**src/rtl/dm_dmi_responder_if.sv**
```systemverilog
// DMI request/response link between the DTM side (master) and the Debug Module (slave).
// A request is taken on req_valid & req_ready; a response is taken on resp_valid & resp_ready.
interface dm_dmi_responder_if;
  logic [6:0]  req_addr;
  logic [1:0]  req_op;
  logic [31:0] req_data;
  logic        req_valid;
  logic        req_ready;
  logic [31:0] resp_data;
  logic [1:0]  resp_resp;
  logic        resp_valid;
  logic        resp_ready;

  modport master (
    output req_addr, req_op, req_data, req_valid, resp_ready,
    input  req_ready, resp_data, resp_resp, resp_valid
  );

  modport slave (
    input  req_addr, req_op, req_data, req_valid, resp_ready,
    output req_ready, resp_data, resp_resp, resp_valid
  );
endinterface

```
**src/rtl/dm_dmi_responder.sv**
```systemverilog
// Debug-Module DMI target: decodes DMI requests into a DM register subset and drives run control.
// Optional macro DM_DMI_BUSY_RESP_EN: accesses blocked by a busy command engine answer DTM_BUSY.
module dm_dmi_responder #(
  parameter int NrData      = 2,
  parameter int ProgBufSize = 8
) (
  input  logic                                            clk_i,
  input  logic                                            rst_i,
  dm_dmi_responder_if.slave                               dmi,
  input  logic                                            hart_halted_i,
  input  logic                                            cmd_busy_i,
  output logic                                            cmd_valid_o,
  output logic [31:0]                                     cmd_o,
  output logic [32*NrData-1:0]                            data_o,
  input  logic [NrData-1:0]                               data_we_i,
  input  logic [32*NrData-1:0]                            data_i,
  output logic [32*(ProgBufSize > 0 ? ProgBufSize : 1)-1:0] progbuf_o,
  output logic                                            haltreq_o,
  output logic                                            resumereq_o,
  output logic                                            ndmreset_o,
  output logic                                            dmactive_o
);

  localparam int PbW = (ProgBufSize > 0) ? ProgBufSize : 1;

  localparam logic [1:0] OP_READ      = 2'd1;
  localparam logic [1:0] OP_WRITE     = 2'd2;
  localparam logic [1:0] OP_RESERVED  = 2'd3;
  localparam logic [1:0] RESP_SUCCESS = 2'd0;
  localparam logic [1:0] RESP_DTM_ERR = 2'd2;
`ifdef DM_DMI_BUSY_RESP_EN
  localparam logic [1:0] RESP_DTM_BUSY = 2'd3;
`endif

  localparam logic [6:0] ADDR_DMCONTROL  = 7'h10;
  localparam logic [6:0] ADDR_DMSTATUS   = 7'h11;
  localparam logic [6:0] ADDR_ABSTRACTCS = 7'h16;
  localparam logic [6:0] ADDR_COMMAND    = 7'h17;

  typedef enum logic {ST_IDLE, ST_RESPOND} state_e;

  state_e                    state_reg, state_next;
  logic [31:0]               resp_data_reg, resp_data_next;
  logic [1:0]                resp_code_reg, resp_code_next;
  logic [NrData-1:0][31:0]   data_reg, data_next;
  logic [PbW-1:0][31:0]      pb_reg, pb_next;
  logic [31:0]               cmd_reg, cmd_next;
  logic                      cmd_valid_reg, cmd_valid_next;
  logic [2:0]                cmderr_reg, cmderr_next;
  logic                      haltreq_reg, haltreq_next;
  logic                      resumereq_reg, resumereq_next;
  logic                      ndmreset_reg, ndmreset_next;
  logic                      dmactive_reg, dmactive_next;

  logic        req_fire;
  logic        is_rd;
  logic        is_wr;
  logic        hit_data;
  logic        hit_pb;
  logic        blocked;
  logic        wr_en;
  logic [31:0] rdata;

  // Address decode and read mux, evaluated on the request currently presented.
  always_comb begin
    hit_data = 1'b0;
    hit_pb   = 1'b0;
    rdata    = '0;
    for (int i = 0; i < NrData; i++) begin
      if (dmi.req_addr == 7'(4 + i)) begin
        hit_data = 1'b1;
        rdata    = data_reg[i];
      end
    end
    for (int i = 0; i < ProgBufSize; i++) begin
      if (dmi.req_addr == 7'(32 + i)) begin
        hit_pb = 1'b1;
        rdata  = pb_reg[i];
      end
    end
    case (dmi.req_addr)
      ADDR_DMCONTROL:  rdata = {haltreq_reg, 29'b0, ndmreset_reg, dmactive_reg};
      ADDR_DMSTATUS:   rdata = {20'b0, ~hart_halted_i, ~hart_halted_i, hart_halted_i,
                                hart_halted_i, 1'b1, 3'b0, 4'd2};
      ADDR_ABSTRACTCS: rdata = {3'b0, 5'(ProgBufSize), 11'b0, cmd_busy_i, 1'b0,
                                cmderr_reg, 4'b0, 4'(NrData)};
      default:         ;
    endcase
    is_rd    = (dmi.req_op == OP_READ);
    is_wr    = (dmi.req_op == OP_WRITE);
    req_fire = (state_reg == ST_IDLE) && dmi.req_valid;
    // Data words are off limits to the debugger while the engine owns them.
    blocked  = cmd_busy_i && ((hit_data && (is_rd || is_wr)) ||
                              (is_wr && (hit_pb || dmi.req_addr == ADDR_COMMAND)));
    wr_en    = req_fire && is_wr && !blocked && dmactive_reg;
  end

  always_comb begin
    state_next     = state_reg;
    resp_data_next = resp_data_reg;
    resp_code_next = resp_code_reg;
    case (state_reg)
      ST_IDLE: begin
        if (dmi.req_valid) begin
          state_next     = ST_RESPOND;
          resp_data_next = '0;
          resp_code_next = RESP_SUCCESS;
          if (dmi.req_op == OP_RESERVED) begin
            resp_code_next = RESP_DTM_ERR;
          end else if (blocked) begin
`ifdef DM_DMI_BUSY_RESP_EN
            resp_code_next = RESP_DTM_BUSY;
`endif
          end else if (is_rd) begin
            resp_data_next = rdata;
          end
        end
      end
      ST_RESPOND: begin
        if (dmi.resp_ready) begin
          state_next = ST_IDLE;
        end
      end
      default: state_next = ST_IDLE;
    endcase
  end

  always_comb begin
    data_next      = data_reg;
    pb_next        = pb_reg;
    cmd_next       = cmd_reg;
    cmd_valid_next = 1'b0;
    cmderr_next    = cmderr_reg;
    haltreq_next   = haltreq_reg;
    resumereq_next = 1'b0;
    ndmreset_next  = ndmreset_reg;
    dmactive_next  = dmactive_reg;
    if (!dmactive_reg) begin
      // Inactive DM: everything but dmactive is held at zero.
      data_next     = '0;
      pb_next       = '0;
      cmd_next      = '0;
      cmderr_next   = '0;
      haltreq_next  = 1'b0;
      ndmreset_next = 1'b0;
      if (req_fire && is_wr && dmi.req_addr == ADDR_DMCONTROL) begin
        dmactive_next = dmi.req_data[0];
      end
    end else begin
`ifndef DM_DMI_BUSY_RESP_EN
      if (req_fire && blocked && cmderr_reg == 3'd0) begin
        cmderr_next = 3'd1;
      end
`endif
      if (wr_en) begin
        case (dmi.req_addr)
          ADDR_DMCONTROL: begin
            dmactive_next  = dmi.req_data[0];
            haltreq_next   = dmi.req_data[31] & dmi.req_data[0];
            ndmreset_next  = dmi.req_data[1] & dmi.req_data[0];
            resumereq_next = dmi.req_data[30] & ~dmi.req_data[31] & dmi.req_data[0];
          end
          ADDR_ABSTRACTCS: cmderr_next = cmderr_reg & ~dmi.req_data[10:8];
          ADDR_COMMAND: begin
            if (cmderr_reg == 3'd0) begin
              cmd_next       = dmi.req_data;
              cmd_valid_next = 1'b1;
            end
          end
          default: ;
        endcase
        for (int i = 0; i < NrData; i++) begin
          if (dmi.req_addr == 7'(4 + i)) data_next[i] = dmi.req_data;
        end
        for (int i = 0; i < ProgBufSize; i++) begin
          if (dmi.req_addr == 7'(32 + i)) pb_next[i] = dmi.req_data;
        end
      end
      // Engine write-back comes last so it wins over a same-cycle DMI write.
      for (int i = 0; i < NrData; i++) begin
        if (data_we_i[i]) data_next[i] = data_i[32*i +: 32];
      end
    end
  end

  always_ff @(posedge clk_i or posedge rst_i) begin
    if (rst_i) begin
      state_reg     <= ST_IDLE;
      resp_data_reg <= '0;
      resp_code_reg <= '0;
      data_reg      <= '0;
      pb_reg        <= '0;
      cmd_reg       <= '0;
      cmd_valid_reg <= 1'b0;
      cmderr_reg    <= '0;
      haltreq_reg   <= 1'b0;
      resumereq_reg <= 1'b0;
      ndmreset_reg  <= 1'b0;
      dmactive_reg  <= 1'b0;
    end else begin
      state_reg     <= state_next;
      resp_data_reg <= resp_data_next;
      resp_code_reg <= resp_code_next;
      data_reg      <= data_next;
      pb_reg        <= pb_next;
      cmd_reg       <= cmd_next;
      cmd_valid_reg <= cmd_valid_next;
      cmderr_reg    <= cmderr_next;
      haltreq_reg   <= haltreq_next;
      resumereq_reg <= resumereq_next;
      ndmreset_reg  <= ndmreset_next;
      dmactive_reg  <= dmactive_next;
    end
  end

  assign dmi.req_ready  = (state_reg == ST_IDLE);
  assign dmi.resp_valid = (state_reg == ST_RESPOND);
  assign dmi.resp_data  = resp_data_reg;
  assign dmi.resp_resp  = resp_code_reg;
  assign cmd_valid_o    = cmd_valid_reg;
  assign cmd_o          = cmd_reg;
  assign data_o         = data_reg;
  assign progbuf_o      = pb_reg;
  assign haltreq_o      = haltreq_reg;
  assign resumereq_o    = resumereq_reg;
  assign ndmreset_o     = ndmreset_reg;
  assign dmactive_o     = dmactive_reg;

endmodule

```
**src/flat_wrapper.sv**
```systemverilog
// flat-port wrapper written by rule: the top's interface ports become plain ports
module dm_dmi_responder_flat 
#(
  parameter int NrData      = 2,
  parameter int ProgBufSize = 8
)
  (clk_i, rst_i, hart_halted_i, cmd_busy_i, cmd_valid_o, cmd_o, data_o, data_we_i, data_i, progbuf_o, haltreq_o, resumereq_o, ndmreset_o, dmactive_o, dmi_req_addr, dmi_req_op, dmi_req_data, dmi_req_valid, dmi_resp_ready, dmi_req_ready, dmi_resp_data, dmi_resp_resp, dmi_resp_valid);
  dm_dmi_responder_if dmi_i ();
  input  logic clk_i;
  input  logic rst_i;
  input  logic hart_halted_i;
  input  logic cmd_busy_i;
  output logic cmd_valid_o;
  output logic [31:0] cmd_o;
  output logic [32*NrData-1:0] data_o;
  input  logic [NrData-1:0] data_we_i;
  input  logic [32*NrData-1:0] data_i;
  output logic [32*(ProgBufSize > 0 ? ProgBufSize : 1)-1:0] progbuf_o;
  output logic haltreq_o;
  output logic resumereq_o;
  output logic ndmreset_o;
  output logic dmactive_o;
  input wire logic [$bits(dmi_i.req_addr)-1:0] dmi_req_addr;
  input wire logic [$bits(dmi_i.req_op)-1:0] dmi_req_op;
  input wire logic [$bits(dmi_i.req_data)-1:0] dmi_req_data;
  input wire logic [$bits(dmi_i.req_valid)-1:0] dmi_req_valid;
  input wire logic [$bits(dmi_i.resp_ready)-1:0] dmi_resp_ready;
  output wire logic [$bits(dmi_i.req_ready)-1:0] dmi_req_ready;
  output wire logic [$bits(dmi_i.resp_data)-1:0] dmi_resp_data;
  output wire logic [$bits(dmi_i.resp_resp)-1:0] dmi_resp_resp;
  output wire logic [$bits(dmi_i.resp_valid)-1:0] dmi_resp_valid;
  assign dmi_i.req_addr = dmi_req_addr;
  assign dmi_i.req_op = dmi_req_op;
  assign dmi_i.req_data = dmi_req_data;
  assign dmi_i.req_valid = dmi_req_valid;
  assign dmi_i.resp_ready = dmi_resp_ready;
  assign dmi_req_ready = dmi_i.req_ready;
  assign dmi_resp_data = dmi_i.resp_data;
  assign dmi_resp_resp = dmi_i.resp_resp;
  assign dmi_resp_valid = dmi_i.resp_valid;
  dm_dmi_responder #(.NrData(NrData), .ProgBufSize(ProgBufSize)) u_core (.clk_i(clk_i), .rst_i(rst_i), .dmi(dmi_i), .hart_halted_i(hart_halted_i), .cmd_busy_i(cmd_busy_i), .cmd_valid_o(cmd_valid_o), .cmd_o(cmd_o), .data_o(data_o), .data_we_i(data_we_i), .data_i(data_i), .progbuf_o(progbuf_o), .haltreq_o(haltreq_o), .resumereq_o(resumereq_o), .ndmreset_o(ndmreset_o), .dmactive_o(dmactive_o));
endmodule
```
**config.mk**
```make
export PLATFORM = sky130hd
export DESIGN_NAME = dm_dmi_responder_flat
export DESIGN_NICKNAME = d
export VERILOG_FILES = /design/src/rtl/dm_dmi_responder_if.sv /design/src/rtl/dm_dmi_responder.sv /design/src/flat_wrapper.sv
export SDC_FILE = /design/constraint.sdc
export NUM_CORES = 1
export LEC_CHECK = 0
export CORE_MARGIN = 2
export CORE_UTILIZATION = 35
export CTS_CLUSTER_SIZE = 14
export DETAILED_ROUTE_END_ITERATION = 10
export DONT_BUFFER_PORTS = 1
export PLACE_DENSITY = 0.47
export SETUP_SLACK_MARGIN = 0.05
export SYNTH_ARGS = -nofsm -noshare
export SYNTH_HDL_FRONTEND = slang
export SYNTH_SLANG_ARGS = --single-unit
```
**constraint.sdc**
```tcl
create_clock -name clk_i -period 14.6 [get_ports clk_i]
set_clock_uncertainty 0.2 [all_clocks]
set_input_delay 0.73 -clock clk_i [delete_from_list [all_inputs] [get_ports clk_i]]
set_output_delay 0.73 -clock clk_i [all_outputs]
set_load 0.05 [all_outputs]
```
==> metrics.txt, run 1 <==
status finished, violations left; failing checks hold timing; family with the most delay on the worst path simple AND/OR/NAND/NOR gates; Slew headroom 0.239; fin area ~22000 um2; I/O Buffers 0; Mapped Nets around 2400; largest family of logic cells by synthesized area compound AO/OA/AOI/OAI gates; pre-CTS setup slack roughly 11 ns; clock-pin slew on the worst setup and hold paths ~0.060 ns; Power Density ~110 nW/um2; TritonCTS clock tree yes; CP max stage cell nand4_4; ANT cells 0; compound-cell area share of the yosys netlist 0.196; post-synthesis mux area share 0.0875; Pre-antenna DRT Iters 6; simple-gate share of the synthesized area 0.172; # IOs approximately 510; number of global-route vias before repair 16800; # rows between 80 and 90; synthesized area 20200 um2; leak pwr 9.39 nW; setup ws final 11.12 ns; die height approximately 240 um; core area about 57000 um2; max FFs per register 256; remaining antenna violation count 0; drc violations 0; clk buf depth 3; largest net degree at the start of global routing 145; synthesized area per cell around 8.7 um2; postcts setup bufs 0; Starting DRT DRC Count between 1500 and 2000; synth unique cells just over 80; max-slew violations 0; Synth Area in Adders 0.00186; worst hold path type input port to async pin; final setup TNS 0 ns; CTS root buffer clkbuf_16; Clk network pwr share 0.500; Seq/Total Area, Yosys 0.489; worst vdd ir 0.0848 mV; Buffers & Inverters on Critical Path 0; final hold violations 2; Sw Share 0.243; GR Overflow Total 0; Critical Path RT between 10 and 15 ns; total power 2.44 mW; worst hold slack -0.00543 ns; XOR/XNOR share of the synthesized area 0; final WL roughly 90000 um; CP Launch Type register; clk_lat worst skew 0.59 ns; die width roughly 240 um; Initial Utilization 0.355; GRT Resource Usage Total 0.292; Wirelength per Cell approximately 30 um; Syn Inst Count 2311; crit-path max cell delay ~0.88 ns; Flop pwr share 0.456; Int Pwr approximately 1.8 mW; vias per cell 5.90; CP Cell Sequence nand3b_1 -> a21oi_2 -> nand4_4 -> mux2i_1; share of cells above drive strength 1 0.0672; H-tree levels 2; crit end category register; asr flop ratio synth 1.00; Synth Warn # 0; ys flop type dfrtp_1; max-cap viol count 0; GP Congestion 1.00; DR vias around 17000; minimum clock period ~3.5 ns; Comb power frac 0.044; die area around 60000 um2; Crit Path Class register to register; CTS buffer count 49; crit path max fanout 32; final setup vio count 0; antenna violations before repair 0; Slew @ Worst Pin roughly 1.1 ns; final period utilization 0.238; global-route wire length before repair ~130000 um; worst path arrival time around 3.8 ns; NetSw roughly 0.6 mW; detailed placement HPWL 64200 um; number of synthesized flops with an enable pin 0; Synth-to-Final Area Change 9.26%; Num Clock Sinks around 400; nets 2282; fmax 288 MHz; RSZ-0062 raised after global routing false; Cell Area, Placed ~20000 um2; synthesized flop and latch total just under 400
==> worst paths after layout <==
path / from / endpoint / slack (ns) / depth (start not counted)
max reg2reg: u_core.dmi.resp_valid / u_core.progbuf_o[225] / 11.12 / 4
min reg2reg: u_core.cmderr_reg[2] / u_core.cmderr_reg[2] / 0.33 / 2
max: u_core.dmi.resp_valid / u_core.progbuf_o[225] / 11.12 / 4
min in group clk_i: dmi_req_data[9] / u_core.cmderr_reg[1] / 0.04 / 1
min: rst_i / u_core.cmd_o[2] / -0.005 / 1
max in group asynchronous: rst_i / u_core.progbuf_o[151] / 12.50 / 2
==> final cells by class <==
class | count | area, um2
fill | 5785 | 34700
tap | 756 | 946
timing repair buffer | 29 | 233
multi-input combinational | 1678 | 9330
clock buffer | 80 | 1520
clock inverter | 9 | 73.8
inverter | 14 | 65.1
sequential | 394 | 9860
==> cells in the final DEF, fill, tap and decap left out, drive strengths merged, types with 6 or more instances in the layout <==
cell and n:
a2bb2oi 24, nand4 6, o31ai 26, a221oi 24, nor2 45, a21oi 334
inv 15, nand3 7, o22ai 31, mux2i 166, nand2b 12, nand2 698
a31oi 17, a22oi 26, mux2 7, dfrtp 394, clkbuf 80, clkinv 7
and2 8, o21ai 148, buf 28, nor3b 7
==> worst register-to-register path: stages (launching register included) <==
cell      delay [ns]
dfrtp_1         0.63
nand3b_1        0.55
a21oi_2         0.65
nand4_4         0.88
mux2i_1         0.47
==> logic make-up after synthesis <==
family	Yosys count
mux	174
other cells	1
fa+ha+maj	3
compound gates	674
buf+inv	239
flops	394
simple gates	826
==> synthesized netlist by cell type, types with 4 or more instances <==
library cell / n / area, um2
a21oi_1: 333 / 1670
a221oi_1: 24 / 210
a22oi_1: 26 / 195
a2bb2oi_1: 24 / 210
a31oi_1: 17 / 106
a32oi_1: 5 / 43.8
and2_1: 8 / 50.1
buf_1: 7 / 26.3
buf_2: 48 / 240
buf_4: 17 / 128
buf_6: 7 / 78.8
clkbuf_1: 146 / 548
dfrtp_1: 394 / 9860
inv_1: 13 / 48.8
mux2_2: 7 / 78.8
mux2i_1: 166 / 1660
nand2_1: 697 / 2620
nand2b_1: 12 / 75.1
nand3_1: 5 / 25.0
nand3b_1: 5 / 37.5
nand4_1: 4 / 25.0
nor2_1: 44 / 165
nor2b_1: 5 / 31.3
nor3b_1: 6 / 45.0
o21ai_0: 144 / 721
o22ai_1: 31 / 194
o2bb2ai_1: 4 / 35.0
o31ai_1: 24 / 180
or2_2: 4 / 25.0
==> timing repair <==
| item | CTS | global route |
|---|---|---|
| hold endpoints to repair | 1 | 0 |
| setup endpoints to repair | 0 | 0 |
| gates resized for setup | 0 | 0 |
| hold buffers | 1 | 0 |
==> stage by stage <==
stage | instances | utilization
after global placement | 2870 | 0.360
after detailed placement | 2870 | 0.360
after global routing | 2960 | 0.388
final | 2960 | 0.388
after floorplan | 2311 | -
after CTS | 2960 | 0.388
==> power by group through the flow <==
stage / clock network, mW / logic [mW] / registers, mW
final: 1.22 / 0.108 / 1.11
after global routing: 1.28 / 0.118 / 1.11
after CTS: 1.24 / 0.108 / 1.11
after detailed placement: 0 / 0.107 / 1.13
after global placement: 0 / 0.106 / 1.13
after floorplan: 0 / 0.0961 / 1.13
==> routing by layer <==
metal,GRT usage,share of wire
met1,0.425,0.45
met2,0.416,0.42
met3,0.103,0.11
met4,0.0590,0.020
met5,0.0155,0.0012
Power figures use the tool's default switching activity.
==> inputs of run 2 (changes only) <==
Clock period 14.6 ns to 3.3 ns, I/O delays scaled along.
==> run 2 against run 1 <==
Effect of this change:
- the run now ends clean
- first-iteration DRC count up 8.3%
- critical path depth up 3
- non-clock buffer count up 167
- largest power group unchanged
- register-to-register slack worse by 11 ns
- wire length up 4.8%
- final area up 7.9%
- total power rose to 4.6 times the previous value
- global-route usage up 1.6 points
==> metrics.txt, run 2 (same netlist as run 1, synthesis figures left out) <==
status complete, no violations (was finished, violations left); Synth-to-Final Area Change 17.9% (was 9.26%); core area 56700 um2 (unchanged); Num Clock Sinks 394 (unchanged); Slew headroom 0.267 (was 0.239); met1 WL 42900 um (was 40500 um); # IOs 506 (unchanged); worst hold path type input port to register (was input port to async pin); fmax ~310 MHz; drc violations 0 (unchanged); footprint of the multi-input gates 9330 um2 (about the same); final hold violations 0 (was 2); clk buf depth 3 (unchanged); number of global-route vias before repair 17500 (was 16800); max-cap viol count 0 (unchanged); die area 59500 um2 (unchanged); CP Launch Type input port (was register); met3 routed wirelength 9750 um (was 9560 um); most common cell after layout, fill and taps aside nand2_1 (unchanged); CTS root buffer clkbuf_16 (unchanged); die height 244 um (unchanged); crit-path max cell delay 0.84 ns (was 0.88 ns); max-slew violations 0 (unchanged); max FFs per register 256 (unchanged); Critical Path RT 3.57 ns (was 14.88 ns); TritonCTS clock tree yes (unchanged); CP Cell Sequence dlygate4sd3_1 -> buf_12 -> or4b_4 -> a2111o_2 -> mux2i_1 -> a21oi_1 -> dlygate4sd3_1 (was nand3b_1 -> a21oi_2 -> nand4_4 -> mux2i_1); global-route wire length before repair 135000 um (was 128000 um); Pre-antenna DRT Iters 6 (unchanged); clk_lat worst skew 0.59 ns (about the same); crit end category register (unchanged); Fill cells 5646 (was 5785); Crit Path Class input port to register (was register to register); CP max stage cell a2111o_2 (was nand4_4); CTS buffer count 48 (was 49); final WL 94000 um (was 89700 um); GP Congestion 0.951 (was 1.00); setup ws final 0.0862 ns (was 11.12 ns); final setup vio count 0 (unchanged); I/O Buffers 0 (unchanged); worst vdd ir 0.371 mV (was 0.0848 mV); die width 244 um (unchanged); share of cells above drive strength 1 0.0797 (was 0.0672); Starting DRT DRC Count 1935 (was 1787); pre-CTS setup slack 0.557 ns (was 10.78 ns); DR vias 18300 (was 17500); vias per cell 5.86 (was 5.90); largest net degree at the start of global routing 125 (was 145); antenna violations before repair 6 (was 0); # rows 87 (unchanged); FF/Latch Area 9860 um2 (unchanged); Slew @ Worst Pin 1.10 ns (was 1.14 ns); crit path max fanout 52 (was 32); Initial Utilization 0.355 (unchanged); Wirelength per Cell 30.0 um (was 30.3 um); final setup TNS 0 ns (unchanged); GR Overflow Total 0 (unchanged); nets 2448 (was 2282); Power Density 467 nW/um2 (was 111 nW/um2); H-tree levels 2 (unchanged); commonest cells after routing, fill and taps aside 697 x nand2_1, 393 x dfrtp_1, 333 x a21oi_1 (unchanged); worst path arrival time 3.49 ns (was 3.76 ns); GRT Resource Usage Total 0.308 (was 0.292); remaining antenna violation count 0 (unchanged); clock-pin slew on the worst setup and hold paths 0.06 ns (about the same); most used cell, CP dlygate4sd3_1; Max Used Layer met5 (unchanged); detailed placement HPWL 65800 um (was 64200 um); final period utilization 0.974; minimum clock period 3.21 ns; RSZ-0062 raised after global routing true (was false); leak pwr 10.2 nW (was 9.39 nW); met2 WL post-DR 39300 um (was 37700 um)
[run 2: cell count changes in the layout (fill, tap and decap cells not counted), sizes merged]
cell	before	now
buf	28	66
clkbuf	80	77
clkinv	7	8
clkinvlp	0	2
diode	0	3
dlygate4sd3	1	130
inv	15	14
[run 2: layout make-up]
class | count | share of cell area
tap | 756 | 0.0398
clock inverter | 11 | 0.00390
timing repair buffer | 196 | 0.0826
antenna | 3 | 0.000316
clock buffer | 77 | 0.0628
sequential | 394 | 0.415
multi-input combinational | 1678 | 0.393
inverter | 14 | 0.00258
[run 2: stage by stage]
step / std cells / cell area [um2] / hold slack (ns) / util / total power [mW]
after floorplan: 2311 / 20200 / 0.0614 / - / 5.42
after global placement: 2905 / 20800 / -0.0300 / 0.367 / 5.51
after detailed placement: 2905 / 20800 / -0.0223 / 0.367 / 5.51
after CTS: 3125 / 23700 / 0.0000293 / 0.418 / 11.2
after global routing: 3127 / 23700 / 0.0184 / 0.419 / 11.4
final: 3129 / 23800 / 0.0228 / 0.419 / 11.1
[run 2: path summary, 6_finish.rpt]
check                                           start                  endpoint  slack, ns  depth (start not counted)
worst max-delay path                  dmi_req_addr[1]         u_core.data_o[14]       0.09                          7
worst min-delay path                  dmi_req_addr[0]  u_core.dmi.resp_data[27]       0.02                          4
worst max register to register  u_core.dmi.resp_valid         u_core.data_o[14]       0.14                          5
worst min register to register   u_core.cmderr_reg[1]   u_core.dmi.resp_data[9]       0.53                          2
max in group asynchronous                       rst_i           u_core.cmd_o[5]       1.49                          3
min in group asynchronous                       rst_i           u_core.cmd_o[1]       0.15                          3
[run 2: power breakdown]
part | total (mW) | switching [mW] | internal [mW] | leakage, nW
clock network | 5.39 | 2.22 | 3.16 | 0.785
registers | 4.90 | 0.0580 | 4.84 | 5.50
logic | 0.803 | 0.554 | 0.249 | 3.90
total | 11.1 | 2.84 | 8.26 | 10.2
[run 2: layer usage]
layer | track usage | up-vias
li1 | - | 8020
met1 | 0.455 | 9303
met2 | 0.435 | 892
met3 | 0.101 | 116
met4 | 0.0656 | 2
met5 | 0 | -
[run 2: worst max-delay path: cells and delay by family]
family	cells	cell delay (ns)
compound gates	2	0.93
buf+inv	3	1.47
simple gates	1	0.56
mux	1	0.30
[run 2: timing repair]
action                     CTS  global route
setup endpoints to repair    0             6
hold buffers               132             0
setup buffers                0             1
hold endpoints to repair   690             0
resized for setup            0             1
